<file path="config.mk">
export PLATFORM = sky130hd
export DESIGN_NAME = mem_read_ncl_encoder
export DESIGN_NICKNAME = d
export VERILOG_FILES = /design/src/rtl/ncl_pkg.sv /design/src/rtl/ack_sync.sv /design/src/rtl/mem_read_ncl_encoder.sv
export SDC_FILE = /design/constraint.sdc
export NUM_CORES = 1
export LEC_CHECK = 0
export ABC_CLOCK_PERIOD_IN_PS = 1600
export CORE_ASPECT_RATIO = 1.1
export CORE_UTILIZATION = 36
export DETAILED_ROUTE_END_ITERATION = 6
export PLACE_DENSITY = 0.65
export REMOVE_ABC_BUFFERS = 1
export SYNTH_ARGS = -nofsm -noshare
export SYNTH_HDL_FRONTEND = slang
export SYNTH_SLANG_ARGS = --single-unit
</file>
<file path="constraint.sdc">
create_clock -name clk -period 1.6 [get_ports clk]
set_input_delay 0.4 -clock clk [delete_from_list [all_inputs] [get_ports clk]]
set_output_delay 0.4 -clock clk [all_outputs]
set_load 0.01 [all_outputs]
</file>
<file path="src/rtl/ncl_pkg.sv">
// Shared NCL encodings, the dual-rail encode helper and the bridge FSM state type.
package ncl_pkg;

  localparam logic [15:0] NullData = 16'h0000;
  localparam logic [1:0]  NullPh0  = 2'b00;
  localparam logic [1:0]  Ph0Instr = 2'b01;
  localparam logic [1:0]  Ph0Cache = 2'b10;

  typedef enum logic [2:0] {
    StIdle,
    StRead,
    StLoad,
    StWaitAck,
    StWaitNull
  } state_e;

  // Bit i maps to rail pair {true=[2i+1], false=[2i]}; never yields 11.
  function automatic logic [15:0] ncl_encode(input logic [7:0] b);
    logic [15:0] w;
    w = NullData;
    for (int i = 0; i < 8; i++) begin
      w[2*i+1] = b[i];
      w[2*i]   = ~b[i];
    end
    return w;
  endfunction

endpackage

</file>
<file path="src/rtl/ack_sync.sv">
// Flop chain bringing an asynchronous NCL acknowledge into the clock domain.
module ack_sync #(
  parameter int unsigned Stages = 2
) (
  input  logic clk_i,
  input  logic rst_ni,
  input  logic d_i,
  output logic q_o
);

  logic [Stages-1:0] sync_q;

  // Reset is synchronous so it lines up with the downstream NCL stage reset.
  always_ff @(posedge clk_i) begin
    if (!rst_ni) begin
      sync_q <= '0;
    end else begin
      sync_q <= {sync_q[Stages-2:0], d_i};
    end
  end

  assign q_o = sync_q[Stages-1];

endmodule

</file>
<file path="src/rtl/mem_read_ncl_encoder.sv">
// Reads a byte from synchronous memory and issues it as one dual-rail NCL DATA wave,
// then completes the return-to-NULL handshake with the selected destination.
module mem_read_ncl_encoder
  import ncl_pkg::*;
#(
  parameter int unsigned ADDR_W      = 8,
  parameter int unsigned SYNC_STAGES = 2,
  parameter int unsigned TIMEOUT     = 1023
) (
  input  logic              clk,
  input  logic              rst_n,
  input  logic              req_valid,
  output logic              req_ready,
  input  logic [ADDR_W-1:0] req_addr,
  input  logic              req_dest,
  output logic              mem_rd_en,
  output logic [ADDR_W-1:0] mem_addr,
  input  logic [7:0]        mem_rdata,
  output logic [15:0]       data_out,
  output logic [1:0]        PH0,
  input  logic              ack_in_instr,
  input  logic              ack_in_cache,
  output logic              done,
  output logic              err
);

  localparam int unsigned   CntW       = (TIMEOUT == 0) ? 1 : $clog2(TIMEOUT + 1);
  localparam logic [CntW-1:0] TimeoutVal = CntW'(TIMEOUT);

  state_e            state_q, state_d;
  logic [ADDR_W-1:0] addr_q, addr_d;
  logic              dest_q, dest_d;
  logic [15:0]       data_q, data_d;
  logic [1:0]        ph0_q, ph0_d;
  logic              done_q, done_d;
  logic              err_q, err_d;
  logic [CntW-1:0]   cnt_q, cnt_d;

  logic ack_instr_s, ack_cache_s, ack_sel;
  logic in_wait;

  ack_sync #(
    .Stages (SYNC_STAGES)
  ) u_sync_instr (
    .clk_i  (clk),
    .rst_ni (rst_n),
    .d_i    (ack_in_instr),
    .q_o    (ack_instr_s)
  );

  ack_sync #(
    .Stages (SYNC_STAGES)
  ) u_sync_cache (
    .clk_i  (clk),
    .rst_ni (rst_n),
    .d_i    (ack_in_cache),
    .q_o    (ack_cache_s)
  );

  // Only the latched destination's acknowledge is ever looked at.
  assign ack_sel = dest_q ? ack_cache_s : ack_instr_s;

  always_comb begin
    state_d = state_q;
    addr_d  = addr_q;
    dest_d  = dest_q;
    data_d  = data_q;
    ph0_d   = ph0_q;
    done_d  = 1'b0;
    unique case (state_q)
      StIdle: begin
        if (req_valid) begin
          addr_d  = req_addr;
          dest_d  = req_dest;
          state_d = StRead;
        end
      end
      StRead: begin
        state_d = StLoad;
      end
      StLoad: begin
        data_d  = ncl_encode(mem_rdata);
        ph0_d   = dest_q ? Ph0Cache : Ph0Instr;
        state_d = StWaitAck;
      end
      StWaitAck: begin
        if (ack_sel) begin
          data_d  = NullData;
          ph0_d   = NullPh0;
          state_d = StWaitNull;
        end
      end
      StWaitNull: begin
        if (!ack_sel) begin
          done_d  = 1'b1;
          state_d = StIdle;
        end
      end
      default: begin
        data_d  = NullData;
        ph0_d   = NullPh0;
        state_d = StIdle;
      end
    endcase
  end

  // Timeout counter only advances while parked in a wait state; it saturates so err
  // stays a pure flag and the handshake is never abandoned.
  assign in_wait = (state_q == StWaitAck || state_q == StWaitNull) && (state_d == state_q);

  always_comb begin
    cnt_d = '0;
    err_d = err_q;
    if (in_wait) begin
      cnt_d = (cnt_q == TimeoutVal) ? cnt_q : cnt_q + 1'b1;
      if (cnt_d == TimeoutVal) begin
        err_d = 1'b1;
      end
    end
  end

  always_ff @(posedge clk) begin
    if (!rst_n) begin
      state_q <= StIdle;
      addr_q  <= '0;
      dest_q  <= 1'b0;
      data_q  <= NullData;
      ph0_q   <= NullPh0;
      done_q  <= 1'b0;
      err_q   <= 1'b0;
      cnt_q   <= '0;
    end else begin
      state_q <= state_d;
      addr_q  <= addr_d;
      dest_q  <= dest_d;
      data_q  <= data_d;
      ph0_q   <= ph0_d;
      done_q  <= done_d;
      err_q   <= err_d;
      cnt_q   <= cnt_d;
    end
  end

  assign req_ready = (state_q == StIdle);
  assign mem_rd_en = (state_q == StRead);
  assign mem_addr  = addr_q;
  assign data_out  = data_q;
  assign PH0       = ph0_q;
  assign done      = done_q;
  assign err       = err_q;

endmodule

</file>
==> qor.yml <==
run_status:
  status: "complete, no violations"
worst_setup_path:
  reg2reg_from: "state_q[2]"
  criticalPathCategory: "reg -> out"
  cp_slowest_stage_delay_ns: 0.53
  path_delay_family: "buffers and inverters"
  path_buf_inv: 1
  critPathCaptureType: "primary output"
  crit_chain: "clkdlybuf4s50_1"
  reg2reg_depth: 5
  path_depth: 1
  worstPathArrival_ns: 1.17
  required_ns: 1.20
  r2r_setup_slack_ns: 0.05
  cp_slowest_cell: "clkdlybuf4s50_1"
  worstSetupEndpoint: "mem_addr[5]"
  crit_start: "mem_addr[5]"
  crit_path_start_kind: "flip-flop"
  worst-path-max-fanout: 2
  rr_endpoint: "err"
route:
  postRouteAntennaNets: 0
  firstDrtPassIters: 5
  routedWlPerCell_um: 12.3
  drt_iter0_drc: 89
  routed_wl_um: 4210
  num_vias: 1716
  avgViaCountPerCell: 5.02
  route.detailed.drc: 0
sta:
  fmax_mhz: 639
  slew-limit-headroom_pct: 74.0
  min_period_ns: 1.57
  worst_pin_slew_ns: 0.390
  fin_crit_sh_pct: 97.8
  finalSetupViolCount: 0
  setup_ws_ns: 0.0347
  final_hold_viol_count: 0
  clock_skew_ns: 0.00762
  hold_slack_ns: 0.445
  final.setup.tns_ns: 0
  slew_violations: 0
min_path:
  hold_path_class: "reg -> reg"
finish:
  fin_cells: 342
  diodes: 0
  drive_gt1_share_pct: 17.1
  finalInstanceArea_um2: 2740
  layout_common_cells: "43 x dfxtp_1, 42 x nor2_1, 25 x nand2_1, 25 x clkdlybuf4s50_1, 24 x dlymetal6s2s_1"
  final_util_pct: 57.2
  nets: 308
  area_delta_synth_final_pct: 48.8
  final_common_cell: "dfxtp_1"
power:
  seq_power_share_pct: 53.4
  p_leak_nw: 1.43
  ir_drop_mv: 0.613
  power.density_nw_per_um2: 835
  power_mw: 2.28
  intPower_mw: 1.73
  pwr-share-clk_pct: 31.5
  switching_share_pct: 24.3
  combPwrFrac_pct: 15.1
  switching_power_mw: 0.556
global_routing:
  first_global_vias: 1565
  grt.total_usage_pct: 15.4
  grt_pass1_wl_um: 6790
  grt_overflow_total: 0
  antenna_found_initial: 0
  grt_max_degree: 28
clocking:
  clockBufferDepth: 2
  htree_num_levels: 2
  cts_tree: "built"
  post_cts_buffers: 0
  clk-insertion-delay-late_ns: 0.29
  cts.sink_count: 46
  cts_buffers: 5
  root_buffer: "clkbuf_8"
  path_clk_slew_ns: 0.09
floorplan:
  fp.coreArea_um2: 4780
  start_util_pct: 38.5
  pin_count: 52
  die_y_um: 77.0
  rows: 26
  die_w_um: 70.2
  dieArea_um2: 5400
placed_design:
  place_congestion: 0.821
  placed_cells: 334
  post-place-ws_ns: 0.0413
  io_buffer_count: 51
  dpl.hpwl_um: 2900
  placed_cell_area_um2: 2550
yosys:
  synth_cells: 217
  ys_types: 36
  synth_area_per_cell_um2: 8.48
  ys_ff_latch: 46
  ys_warn_count: 0
  yosysSeqAreaShare_pct: 50.1
  synth_area_um2: 1840
job:
  maxCapViolCount: 0
## power groups by stage
| stage | logic [mW] | clock network, mW | registers (mW) |
|---|---|---|---|
| floorplan | 0.118 | 0 | 1.27 |
| global placement | 0.354 | 0 | 1.25 |
| detailed placement | 0.356 | 0 | 1.25 |
| CTS | 0.352 | 0.747 | 1.22 |
| global route | 0.380 | 0.803 | 1.23 |
| finish | 0.345 | 0.719 | 1.22 |
## cell type report
cell class                 instances  area, um^2
sequential                        46         925
fill                             438        2050
timing repair buffer              74         762
inverter                           2        7.51
clock buffer                       7        86.3
clock inverter                     1        5.00
multi-input combinational        156         881
tap                               56        70.1
## how the worst min path moves through the flow
stage                                 from                endpoint  slack (ns)  depth (start not counted)
floorplan           u_sync_cache.sync_q[0]  u_sync_cache.sync_q[1]        0.41                          1
global placement    u_sync_instr.sync_q[0]  u_sync_instr.sync_q[1]        0.41                          1
detailed placement  u_sync_instr.sync_q[0]  u_sync_instr.sync_q[1]        0.43                          1
CTS                 u_sync_instr.sync_q[0]  u_sync_instr.sync_q[1]        0.45                          1
global route        u_sync_cache.sync_q[0]  u_sync_cache.sync_q[1]        0.47                          1
finish              u_sync_instr.sync_q[0]  u_sync_instr.sync_q[1]        0.45                          1
## cell families after synthesis
| group | after synthesis | share of synthesized area [%] |
|---|---|---|
| buffers and inverters | 15 | 4.29 |
| AND/OR/NAND/NOR | 102 | 25.2 |
| multiplexers | 6 | 3.33 |
| adder cells (fa/ha/maj) | 1 | 0.680 |
| AO/OA/AOI/OAI | 45 | 15.5 |
| flip-flops | 46 | 50.1 |
| XOR/XNOR | 2 | 0.953 |
## state kept, by name, summed over array words and instances (netlist names)
signal               cells
data_out                16
cnt_q                   10
mem_addr                 8
state_q                  3
PH0                      2
u_sync_cache.sync_q      2
u_sync_instr.sync_q      2
dest_q                   1
done                     1
err                      1
## worst reg2reg max path, stage by stage (launching register included)
cell,delay (ns)
dfxtp_2,0.39
or3b_4,0.41
mux2i_2,0.20
nand2_2,0.19
nor2_4,0.15
a32o_1,0.15
## per-layer routing
metal | vias to the layer above | wire (um) | global-route usage [%]
met2 | 53 | 1900 | 24.4
met3 | 7 | 241 | 4.99
met5 | - | 0 | 0
met1 | 775 | 2020 | 19.6
li1 | 881 | - | -
met4 | 0 | 46 | 5.00
## synthesized netlist by cell type, drive strengths merged
cell	n	area share, %
a211oi	4	1.6
a21oi	19	5.2
a22oi	10	4.4
a31oi	4	1.4
a32o	1	0.54
and2	6	2.0
and3	2	0.68
and4	1	0.54
buf	6	2.4
clkbuf	7	1.4
dfxtp	46	50
ha	1	0.68
inv	2	0.41
mux2	1	0.61
mux2i	5	2.7
nand2	27	5.6
nand2b	2	0.68
nand3	7	1.9
nand3b	1	0.41
nand4	3	1.0
nor2	43	8.9
nor3	8	2.4
nor3b	1	0.41
o2111a	1	0.61
o2111ai	1	0.48
o21ai	5	1.4
or3b	1	0.48
xnor2	1	0.48
xor2	1	0.48
## timing repair
action | in CTS | in global routing
hold buffers | 0 | 0
pin swaps | 0 | 2
endpoints found under the setup margin | 2 | 35
resized for setup | 2 | 40
(Power assumes the default switching activity.)
